[src/rtl/instruction_fetch_queue_if.sv]
// Signal bundle between the fetch queue, instruction memory, redirect logic and decoder.
// "master" is the fetch-queue side; "slave" is the environment around it.
interface instruction_fetch_queue_if #(
    parameter int DEPTH = 4
);
    localparam int CW = $clog2(DEPTH) + 1;

    logic          mem_req;
    logic [31:0]   mem_addr;
    logic          mem_ready;
    logic [31:0]   mem_data;
    logic          redirect_valid;
    logic [31:0]   redirect_pc;
    logic          available;
    logic          decodePulse;
    logic [31:0]   instr;
    logic [31:0]   pcNumber;
    logic [CW-1:0] queue_count;

    modport master (
        output mem_req, mem_addr, decodePulse, instr, pcNumber, queue_count,
        input  mem_ready, mem_data, redirect_valid, redirect_pc, available
    );

    modport slave (
        input  mem_req, mem_addr, decodePulse, instr, pcNumber, queue_count,
        output mem_ready, mem_data, redirect_valid, redirect_pc, available
    );
endinterface

[src/rtl/instruction_fetch_queue.sv]
// Sequential instruction fetcher with a small PC-tagged FIFO feeding the decoder one word
// per decodePulse; a redirect flushes buffered entries and any in-flight fetch.
module instruction_fetch_queue #(
    parameter int          DEPTH    = 4,
    parameter logic [31:0] RESET_PC = 32'h0000_0000
) (
    input  logic                       clock,
    input  logic                       reset,
    instruction_fetch_queue_if.master  bus
);
    localparam int PW = $clog2(DEPTH);
    localparam int CW = PW + 1;

    typedef enum logic [1:0] {IDLE, WAIT, DISCARD} state_t;

    state_t        state_q, state_d;
    logic [31:0]   fetch_pc_q, fetch_pc_d;
    logic          mem_req_q, mem_req_d;
    logic [31:0]   mem_addr_q, mem_addr_d;
    logic [PW-1:0] wr_ptr_q, wr_ptr_d;
    logic [PW-1:0] rd_ptr_q, rd_ptr_d;
    logic [CW-1:0] count_q, count_d;
    logic          pulse_q, pulse_d;
    logic [31:0]   instr_q, instr_d;
    logic [31:0]   pcn_q, pcn_d;
    logic          push;
    logic          pop;

    logic [31:0]   word_mem_q [DEPTH];
    logic [29:0]   pcn_mem_q  [DEPTH];

    logic          unused_pc_lsbs;
    assign unused_pc_lsbs = ^bus.redirect_pc[1:0];

    // The occupancy check is only made in IDLE, where nothing is in flight, so a push never overflows.
    always_comb begin
        state_d    = state_q;
        fetch_pc_d = fetch_pc_q;
        mem_req_d  = mem_req_q;
        mem_addr_d = mem_addr_q;
        push       = 1'b0;
        case (state_q)
            IDLE: begin
                if (!bus.redirect_valid && (count_q < CW'(DEPTH))) begin
                    state_d    = WAIT;
                    mem_req_d  = 1'b1;
                    mem_addr_d = fetch_pc_q;
                end
            end
            WAIT: begin
                if (bus.mem_ready) begin
                    state_d   = IDLE;
                    mem_req_d = 1'b0;
                    if (!bus.redirect_valid) begin
                        push       = 1'b1;
                        fetch_pc_d = fetch_pc_q + 32'd4;
                    end
                end else if (bus.redirect_valid) begin
                    state_d = DISCARD;
                end
            end
            DISCARD: begin
                if (bus.mem_ready) begin
                    state_d   = IDLE;
                    mem_req_d = 1'b0;
                end
            end
            default: state_d = IDLE;
        endcase
        if (bus.redirect_valid) begin
            fetch_pc_d = {bus.redirect_pc[31:2], 2'b00};
        end
    end

    always_comb begin
        pop      = !pulse_q && (count_q != '0) && bus.available && !bus.redirect_valid;
        pulse_d  = pop;
        instr_d  = instr_q;
        pcn_d    = pcn_q;
        wr_ptr_d = wr_ptr_q + PW'(push);
        rd_ptr_d = rd_ptr_q + PW'(pop);
        count_d  = count_q + CW'(push) - CW'(pop);
        if (pop) begin
            instr_d = word_mem_q[rd_ptr_q];
            pcn_d   = {2'b00, pcn_mem_q[rd_ptr_q]};
        end
        if (bus.redirect_valid) begin
            wr_ptr_d = '0;
            rd_ptr_d = '0;
            count_d  = '0;
        end
    end

    always_ff @(posedge clock or posedge reset) begin
        if (reset) begin
            state_q    <= IDLE;
            fetch_pc_q <= RESET_PC;
            mem_req_q  <= 1'b0;
            mem_addr_q <= RESET_PC;
            wr_ptr_q   <= '0;
            rd_ptr_q   <= '0;
            count_q    <= '0;
            pulse_q    <= 1'b0;
            instr_q    <= '0;
            pcn_q      <= '0;
        end else begin
            state_q    <= state_d;
            fetch_pc_q <= fetch_pc_d;
            mem_req_q  <= mem_req_d;
            mem_addr_q <= mem_addr_d;
            wr_ptr_q   <= wr_ptr_d;
            rd_ptr_q   <= rd_ptr_d;
            count_q    <= count_d;
            pulse_q    <= pulse_d;
            instr_q    <= instr_d;
            pcn_q      <= pcn_d;
        end
    end

    always_ff @(posedge clock) begin
        if (push) begin
            word_mem_q[wr_ptr_q] <= bus.mem_data;
            pcn_mem_q[wr_ptr_q]  <= fetch_pc_q[31:2];
        end
    end

    assign bus.mem_req     = mem_req_q;
    assign bus.mem_addr    = mem_addr_q;
    assign bus.decodePulse = pulse_q;
    assign bus.instr       = instr_q;
    assign bus.pcNumber    = pcn_q;
    assign bus.queue_count = count_q;
endmodule

[src/flat_wrapper.sv]
// flat-port wrapper written by rule: the top's interface ports become plain ports
module instruction_fetch_queue_flat 
#(
    parameter int          DEPTH    = 4,
    parameter logic [31:0] RESET_PC = 32'h0000_0000
)
  (clock, reset, bus_mem_req, bus_mem_addr, bus_decodePulse, bus_instr, bus_pcNumber, bus_queue_count, bus_mem_ready, bus_mem_data, bus_redirect_valid, bus_redirect_pc, bus_available);
  instruction_fetch_queue_if #(.DEPTH(DEPTH)) bus_i ();
  input  logic clock;
  input  logic reset;
  output wire logic [$bits(bus_i.mem_req)-1:0] bus_mem_req;
  output wire logic [$bits(bus_i.mem_addr)-1:0] bus_mem_addr;
  output wire logic [$bits(bus_i.decodePulse)-1:0] bus_decodePulse;
  output wire logic [$bits(bus_i.instr)-1:0] bus_instr;
  output wire logic [$bits(bus_i.pcNumber)-1:0] bus_pcNumber;
  output wire logic [$bits(bus_i.queue_count)-1:0] bus_queue_count;
  input wire logic [$bits(bus_i.mem_ready)-1:0] bus_mem_ready;
  input wire logic [$bits(bus_i.mem_data)-1:0] bus_mem_data;
  input wire logic [$bits(bus_i.redirect_valid)-1:0] bus_redirect_valid;
  input wire logic [$bits(bus_i.redirect_pc)-1:0] bus_redirect_pc;
  input wire logic [$bits(bus_i.available)-1:0] bus_available;
  assign bus_mem_req = bus_i.mem_req;
  assign bus_mem_addr = bus_i.mem_addr;
  assign bus_decodePulse = bus_i.decodePulse;
  assign bus_instr = bus_i.instr;
  assign bus_pcNumber = bus_i.pcNumber;
  assign bus_queue_count = bus_i.queue_count;
  assign bus_i.mem_ready = bus_mem_ready;
  assign bus_i.mem_data = bus_mem_data;
  assign bus_i.redirect_valid = bus_redirect_valid;
  assign bus_i.redirect_pc = bus_redirect_pc;
  assign bus_i.available = bus_available;
  instruction_fetch_queue #(.DEPTH(DEPTH), .RESET_PC(RESET_PC)) u_core (.clock(clock), .reset(reset), .bus(bus_i));
endmodule
[config.mk]
export PLATFORM = sky130hd
export DESIGN_NAME = instruction_fetch_queue_flat
export DESIGN_NICKNAME = d
export VERILOG_FILES = /design/src/rtl/instruction_fetch_queue_if.sv /design/src/rtl/instruction_fetch_queue.sv /design/src/flat_wrapper.sv
export SDC_FILE = /design/constraint.sdc
export NUM_CORES = 1
export LEC_CHECK = 0
export ABC_AREA = 1
export CAP_MARGIN = 20
export CORE_ASPECT_RATIO = 0.6
export CORE_MARGIN = 2
export CORE_UTILIZATION = 51
export CTS_BUF_LIST = sky130_fd_sc_hd__clkbuf_4 sky130_fd_sc_hd__clkbuf_8 sky130_fd_sc_hd__clkbuf_16
export DETAILED_ROUTE_END_ITERATION = 10
export HOLD_SLACK_MARGIN = 0.1
export PLACE_DENSITY = 0.8
export SLEW_MARGIN = 20
export SYNTH_ARGS = -nofsm -noshare
export SYNTH_HDL_FRONTEND = slang
export SYNTH_SLANG_ARGS = --single-unit
export TNS_END_PERCENT = 100
[constraint.sdc]
create_clock -name clock -period 5.3 [get_ports clock]
set_input_delay 0.53 -clock clock [delete_from_list [all_inputs] [get_ports clock]]
set_output_delay 0.53 -clock clock [all_outputs]
set_load 0.02 [all_outputs]
# Word-level counts from Yosys, hierarchy flattened
# Memories as Yosys holds them, arrays and structs flattened. A register that Yosys moved wholly into a read port is not among the register bits.
# Index checks and enable logic that the tools add are counted.
[op_classes]
addsub = 5
order_cmp = 1
n_eq_ne = 6
mux = 19
reduce_logical = 16
[ops]
columns = ["op", "count"]
rows = [
  ["32-bit two-way mux", 3],
  ["32-bit by 3-bit adder with 32-bit output, second input constant", 1],
  ["2-bit two-way mux", 6],
  ["1-bit two-way mux", 7],
  ["2-bit case mux with 3 select lines", 1],
  ["3-bit AND reduction", 2],
  ["2-bit nonzero test", 3],
  ["2-bit by 1-bit adder with 2-bit output", 2],
  ["1-bit logical AND", 4],
  ["2-bit by 1-bit inequality test with 1-bit output, second input constant", 2],
  ["2-bit AND reduction", 2],
  ["3-bit by 1-bit adder with 3-bit output", 1],
  ["3-bit less-than comparator, second input constant", 1],
  ["3-bit two-way mux", 1],
  ["3-bit inequality test, second input constant", 1],
  ["3-bit nonzero test", 1],
  ["3-bit by 1-bit subtractor with 3-bit output", 1],
  ["2-bit by 1-bit == test with 1-bit output, second input constant", 1],
  ["2-bit == test, second input constant", 1],
  ["1-bit logical NOT", 2],
  ["2-bit logical NOT", 1],
  ["2-bit inequality test, second input constant", 1],
  ["1-bit case mux with 2 select lines", 1],
  ["2-bit OR reduction", 1],
]
[totals]
reg_bits = 75
ramBits = 248
in_bits = 69
out_inout_bits = 101
elab_cells = 57
mem_count = 2
[memory_table]
columns = ["memory", "words", "word_bits", "rd", "rd_ports_with_merged_regs", "wr", "line", "rtl"]
rows = [
  ["u_core.word_mem_q", 4, 32, 1, 1, 1, "instruction_fetch_queue.sv:29", "logic [31:0] word_mem_q [DEPTH];"],
  ["u_core.pcn_mem_q", 4, 30, 1, 1, 1, "instruction_fetch_queue.sv:30", "logic [29:0] pcn_mem_q [DEPTH];"],
]

# Logic depth before layout (Yosys ltp)
# Gate-level depths: netlist (run 1).
[depth]
ltp_word = 6
depth_mapped = 13
ltp_nobuf = 11

# Least setup slack after synthesis (run 1)
# OpenSTA, ideal clock, no wires.
[synth_timing]
kind = "register to register"
from = "register u_core.state_q[1]"
to = "memory u_core.pcn_mem_q[0][0] (enable)"
setup_time_ns = 0.558
t_arrival_ns = 5.339
t_required_ns = 4.742
slack_ns = -0.598
path_stages_with_launch = 8
path_buffers = 1
period_less_slack_ns = 5.898
path_cell_list = "dfrtp_1 inv_1 ha_1 nand2_1 inv_1 nand2_1 buf_2 nor3_1"
[synth_via]
elab_chain_cells = 4
[synth_lines]
columns = ["item", "line", "rtl"]
rows = [
  ["from (decl)", "instruction_fetch_queue.sv:16", "state_t state_q, state_d;"],
  ["from (signal assigned)", "instruction_fetch_queue.sv:107", "state_q <= state_d;"],
  ["2-bit by 1-bit == test with 1-bit output", "instruction_fetch_queue.sv:42", "case (state_q)"],
  ["1-bit two-way mux", "instruction_fetch_queue.sv:42", ""],
  ["1-bit two-way mux", "instruction_fetch_queue.sv:121", "if (push) begin"],
  ["1-bit two-way mux (not written as such)", "instruction_fetch_queue.sv:123", "pcn_mem_q[wr_ptr_q] <= fetch_pc_q[31:2];"],
  ["to (decl)", "instruction_fetch_queue.sv:30", ""],
]
# No other way between the ends.

# Worst setup path after layout (run 1)
[layout_timing]
from = "register u_core.state_q[1]"
to = "memory u_core.word_mem_q[3][27] (enable)"
[layout_via]
elab_chain_cells = 4
[layout_lines]
columns = ["item", "line", "rtl"]
rows = [
  ["2-bit by 1-bit == test with 1-bit output", "instruction_fetch_queue.sv:42", ""],
  ["1-bit two-way mux", "instruction_fetch_queue.sv:42", ""],
  ["1-bit two-way mux", "instruction_fetch_queue.sv:121", ""],
  ["1-bit two-way mux (not written as such)", "instruction_fetch_queue.sv:122", "word_mem_q[wr_ptr_q] <= bus.mem_data;"],
  ["to (decl)", "instruction_fetch_queue.sv:29", ""],
]
# No other way between the ends.

==> results by group, run 1 <==
Global routing
  – GR peak layer: met1
  – Largest net degree at the start of global routing: 113
  – Met2 usage: 32.12%
  – Met3 Track Usage GR: 3.968%
  – Global-route wire length before repair: 54,030 um
  – Grt total ovfl: 0
  – Total track usage: 21.72%
  – Vias in the first global route: 9,740
  – Initial antenna violation count: 0
  – Met1 GRT Util: 33.58%

Clock tree
  – Setup Fix Bufs, Post-CTS: 0
  – Worst skew pair latency: 0.53 ns
  – Max Root-Sink Buffers: 3
  – TritonCTS Buffers: 36
  – Root Buffer: clkbuf_16
  – Hold_buf cts: 0
  – Post_cts resized: 0
  – Clock sinks: 381
  – H-Tree Depth: 2
  – Clock transition at path regs: 0.06 ns
  – CTS tree: done

Timing
  – RSZ-0062 raised after global routing: false
  – Post-layout minimum cycle time: 2.877 ns
  – Fmax: 0.3476 GHz
  – Setup TNS: 0 ns
  – Final setup fails: 0
  – Fin crit share: 54.28%
  – Final hold violation count: 0
  – Max-Slew Margin vs Limit: 28.04%
  – Max-slew violation count: 0
  – Clock skew: 0.01829 ns
  – Slew @ Worst Pin: 1.079 ns

Power and ir drop
  – Cell Int Power: 6359 uW
  – Comb power frac: 27.1%
  – Sequential Power Share: 44.5%
  – Max VDD drop: 284.1 uV
  – Clock power frac: 28.4%
  – Leak: 0.006972 uW
  – PnR Total Power: 9279 uW
  – Switching Share: 31.47%
  – Switching power total: 2921 uW
  – P per Cell Area: 499.0 nW/um^2

Final layout
  – Post-layout util: 62.29%
  – Fraction of layout instances using a drive strength above 1: 7.541%
  – # diodes: 0
  – Area Overhead vs Synth: 20.68%
  – Final nets: 1,523
  – Fill cells: 2,311
  – Cell Count, Final, Fillers Out: 1,880

Logic synthesis
  – Post-synth top cells: 248 x edfxtp_1, 210 x nand2_1, 133 x dfrtp_1
  – Sequential area share after synthesis: 69.92%
  – Syn avg cell area: 11.96 um^2
  – Yosys top cell by area: edfxtp_1
  – Top cells by area, synth: edfxtp_1 48%, dfrtp_1 22%, nand2_1 5.1%
  – Main flop type after synthesis: edfxtp_1
  – Number of synthesized flops with an enable pin: 248
  – Synth cell types: 40
  – Post-Synthesis Cells: 1,289
  – Yosys reg bits: 381
  – Synthesized cell area: 15,410 um^2
  – Area share of the largest cell type after synthesis: 48.32%
  – YS warnings: 0
  – Most frequent cell after synthesis: edfxtp_1
  – Ys async rst share: 34.91%

Setup path
  – Top fanout value on the critical path: 41
  – Critical Path RT: 5.45 ns
  – Setup CP Type: register to register
  – Setup crit start kind: register
  – Crit end category: register
  – CP arrival: 3.03 ns

Routing
  – Initial DRC Count: 964
  – # DRC: 0
  – Vias post-DR: 10,120
  – Routed Antenna Nets: 0
  – Routed WL: 34,370 um
  – Drt via density: 5.384
  – Wirelength per Cell: 18.28 um
  – 1st-pass router iterations: 7

Floorplan
  – Die height: 138.7 um
  – Die area: 31,670 um^2
  – DIE WIDTH: 228.4 um
  – I/O pin cnt: 170
  – Initial core utilization: 51.62%
  – Core area: 29,860 um^2
  – Number of cell rows: 49

Placed design
  – Placed Instances: 1,814
  – Placer Congestion: 0.8805
  – Detail Placement HPWL: 20,970 um
  – Buffers on Ports: 163

Outcome
  – Status: completed

Hold path
  – Min-Delay Path Class: register to register

Run
  – Max cap viols: 0
[final timing paths]
kind,startpoint,end,slack (ns),cells after the start
worst min register to register,u_core.bus.mem_addr[29],u_core.bus.mem_addr[29],0.50,2
worst max-delay path,u_core.state_q[1],u_core.word_mem_q[3][27],2.42,7
max in group asynchronous,reset,u_core.bus.mem_addr[8],3.59,3
worst min-delay path,u_core.bus.mem_addr[29],u_core.bus.mem_addr[29],0.50,2
worst max register to register,u_core.state_q[1],u_core.word_mem_q[3][27],2.42,7
min in group asynchronous,reset,u_core.bus.instr[12],0.58,2
[per-stage QoR]
stage	setup WS, ns	instance area (um^2)	hold slack, ns
after floorplan	-0.5977	15420	0.5027
after detailed placement	2.049	17380	0.4775
after global routing	2.311	18600	0.5277
after CTS	2.487	18600	0.4947
final	2.423	18600	0.4952
after global placement	2.094	17380	0.4714
[logic make-up (layout without fill, tap and decap cells)]
family,count (synthesis),in the layout,share of synthesized area [%]
compound gates,251,251,9.223
xor+xnor,8,8,0.4547
fa+ha+maj,10,10,0.8606
buf+inv,189,369,5.285
flops,381,381,69.92
mux,67,67,4.392
other cells,1,4,0.02433
simple gates,382,382,9.840
[worst max-delay path, cell delays in order (launching register included)]
cell and delay, ns:
dfrtp_1 0.41, inv_1 0.10, ha_1 0.18, nand2_1 0.20, inv_1 0.28, nand2_1 0.39
nor3_2 0.29, buf_4 0.59
[power by group through the flow]
stage | clock network (uW) | logic [uW] | registers [uW]
after floorplan | 0 | 1080 | 4480
after global placement | 0 | 2460 | 4170
after detailed placement | 0 | 2520 | 4180
after CTS | 2690 | 2540 | 4130
after global routing | 2820 | 2730 | 4190
final | 2630 | 2510 | 4130
[cell type report]
| class | instances | area [um^2] | area share [%] |
|---|---|---|---|
| Inverter | 123 | 466.7 | 2.509 |
| Multi-Input combinational cell | 722 | 3860 | 20.75 |
| Clock inverter | 19 | 211.5 | 1.137 |
| Timing Repair Buffer | 180 | 1759 | 9.459 |
| Clock buffer | 47 | 1007 | 5.416 |
| Tap cell | 408 | 510.5 | 2.745 |
| Sequential cell | 381 | 10780 | 57.98 |
[layer usage]
metal	vias up	share of wire (%)
met5	-	0
met4	0	1.4
met3	45	8.5
li1	4769	-
met1	4919	46
met2	389	44
[layout by cell type, fill, tap and decap left out, drive strengths merged, types with 2 or more instances in the layout]
cell	count
a21oi	10
buf	17
bufinv	4
clkbuf	47
clkdlybuf4s50	163
clkinv	10
clkinvlp	3
conb	4
dfrtp	133
edfxtp	248
ha	9
inv	125
mux2	5
mux2i	62
nand2	212
nand3	41
nand4	2
nor2	115
nor3	9
o211ai	5
o21ai	164
o21bai	3
o22ai	62
or2	2
xor2	7
[state kept, by name, indices dropped and copies added, names as in the netlist]
name	flops
u_core.state_q	2
u_core.pcn_mem_q	120
u_core.wr_ptr_q	2
u_core.bus.decodePulse	1
u_core.bus.pcNumber	30
u_core.bus.instr	32
u_core.word_mem_q	128
u_core.bus.queue_count	3
u_core.bus.mem_addr	30
u_core.rd_ptr_q	2
u_core.bus.mem_req	1
u_core.fetch_pc_q	30
Power figures use the tool's default switching activity.
==> run 2: changes to the inputs <==
--- a/config.mk
+++ b/config.mk
@@ -9,11 +9,11 @@
 export CAP_MARGIN = 20
 export CORE_ASPECT_RATIO = 0.6
 export CORE_MARGIN = 2
-export CORE_UTILIZATION = 51
+export CORE_UTILIZATION = 56
 export CTS_BUF_LIST = sky130_fd_sc_hd__clkbuf_4 sky130_fd_sc_hd__clkbuf_8 sky130_fd_sc_hd__clkbuf_16
 export DETAILED_ROUTE_END_ITERATION = 10
 export HOLD_SLACK_MARGIN = 0.1
-export PLACE_DENSITY = 0.8
+export PLACE_DENSITY = 0.83
 export SLEW_MARGIN = 20
 export SYNTH_ARGS = -nofsm -noshare
 export SYNTH_HDL_FRONTEND = slang
==> constraint.sdc (replaced) <==
create_clock -name clock -period 2.92 [get_ports clock]
set_input_delay 0.292 -clock clock [delete_from_list [all_inputs] [get_ports clock]]
set_output_delay 0.292 -clock clock [all_outputs]
set_load 0.02 [all_outputs]
==> run 2 against run 1 <==
Effect of this change: routed wire length up 1.7%; non-clock buffer count is 8 higher; core utilization is 7.8 points higher; critical path type unchanged; clock skew fell by 0.00082 ns; combinational power increased by 89%; largest cell class unchanged.
==> results by group, run 2 (synthesized netlist as in run 1, its figures left out) <==
Final layout
  – Max reg flops: 128
  – # diodes: 0
  – Final nets: 1,529
  – Most frequent cells in the layout: 248 x edfxtp_1, 208 x nand2_1, 163 x clkdlybuf4s50_1
  – Commonest non-fill, non-tap cell in the layout: edfxtp_1
  – Fraction of layout instances using a drive strength above 1: 7.864%
  – Post-layout util: 70.11%
  – Most flop-heavy register: u_core.word_mem_q
  – Area Overhead vs Synth: 21.50%

Timing
  – Max-Slew Margin vs Limit: 53.68%
  – Slew @ Worst Pin: 0.6947 ns
  – Final hold violation count: 0
  – RSZ-0062 raised after global routing: false
  – Max-slew violation count: 0
  – Fin crit share: 78.58%
  – Setup TNS: 0 ns
  – Clock skew: 0.01747 ns
  – Post-layout minimum cycle time: 2.295 ns
  – Final setup fails: 0
  – Hold WS: 0.1143 ns
  – Fmax: 0.4358 GHz

Placed design
  – Detail Placement HPWL: 21,550 um
  – Buffers on Ports: 163
  – Placer Congestion: 0.9047

Routing
  – # DRC: 0
  – Routed Antenna Nets: 0
  – Vias post-DR: 10,280
  – Wirelength per Cell: 19.04 um
  – Initial DRC Count: 941
  – Drt via density: 5.603
  – Routed WL: 34,940 um
  – 1st-pass router iterations: 5

Setup path
  – Setup CP Type: register to register
  – Top fanout value on the critical path: 5
  – Setup crit start kind: register
  – Critical Path RT: 3.35 ns
  – CP arrival: 2.73 ns
  – Crit end category: register

Floorplan
  – Die height: 132.5 um
  – Core area: 26,710 um^2
  – DIE WIDTH: 218.2 um
  – Initial core utilization: 57.71%
  – Number of cell rows: 46
  – Die area: 28,910 um^2
  – I/O pin cnt: 170

Global routing
  – Total track usage: 24.36%
  – Largest net degree at the start of global routing: 127
  – Initial antenna violation count: 0
  – Global-route wire length before repair: 54,650 um
  – Vias in the first global route: 9,999
  – Grt total ovfl: 0

Clock tree
  – Setup Fix Bufs, Post-CTS: 0
  – H-Tree Depth: 2
  – Hold_buf cts: 0
  – Root Buffer: clkbuf_16
  – Clock transition at path regs: 0.07 ns
  – TritonCTS Buffers: 34
  – Worst skew pair latency: 0.53 ns
  – Max Root-Sink Buffers: 3
  – Clock sinks: 381
  – Post_cts resized: 0
  – CTS tree: done

Power and ir drop
  – Max VDD drop: 724.0 uV
  – Leak: 0.007032 uW
  – P per Cell Area: 895.9 nW/um^2

Hold path
  – Min-Delay Path Class: primary input to async pin

Run
  – Max cap viols: 0

Outcome
  – Status: completed
run 2: per-stage QoR:
stage	power [uW]	cells	setup WS (ns)	instance area, um^2
3_5_place_dp	12290	1774	0.5160	17590
2_1_floorplan	10120	1292	-0.02960	15500
6_report	16780	1835	0.6254	18720
5_1_grt	17580	1835	0.4860	18720
3_3_place_gp	12120	1774	0.5585	17590
4_1_cts	16870	1835	0.6169	18720
run 2: metal layers:
| metal | vias to the layer above | global-route usage, % | share of wire (%) |
|---|---|---|---|
| li1 | 4777 | - | - |
| met2 | 444 | 37.58 | 45 |
| met5 | - | 1.000 | 0 |
| met4 | 0 | 5.329 | 1.5 |
| met3 | 50 | 4.759 | 8.5 |
| met1 | 5010 | 36.20 | 45 |
run 2: worst paths after layout:
path / startpoint / to / slack [ns] / cells after the start
max in group asynchronous: reset / u_core.bus.instr[14] / 2.02 / 3
min: reset / u_core.bus.mem_addr[17] / 0.11 / 2
max reg2reg: u_core.bus.queue_count[2] / u_core.bus.queue_count[2] / 0.63 / 9
min in group clock: bus_redirect_pc[23] / u_core.fetch_pc_q[23] / 0.37 / 3
min reg2reg: u_core.bus.mem_addr[6] / u_core.bus.mem_addr[6] / 0.50 / 2
max: u_core.bus.queue_count[2] / u_core.bus.queue_count[2] / 0.63 / 9
run 2: area by class of cell:
type	instances	area, um^2
flip-flops and latches	381	10780
repair buffers	188	1982
clock inverters	19	203.9
clock buffers	42	934.6
multi-input cells	722	3902
inverters	123	467.9
well taps	360	450.4
fillers	1861	7981
run 2: power breakdown:
group | total [uW] | leakage (uW) | switching [uW] | internal [uW]
clock network | 4570 | 0.000565 | 1920 | 2650
logic | 4750 | 0.00259 | 2710 | 2040
registers | 7450 | 0.00388 | 702 | 6750
run 2: critical path, cell delays in order (launching register included):
cell and delay, ns:
dfrtp_1 0.42, or2_1 0.29, o211a_4 0.26, ha_1 0.27
inv_1 0.06, ha_1 0.13, inv_1 0.05, fa_1 0.39
and3_1 0.19, nor3_1 0.14
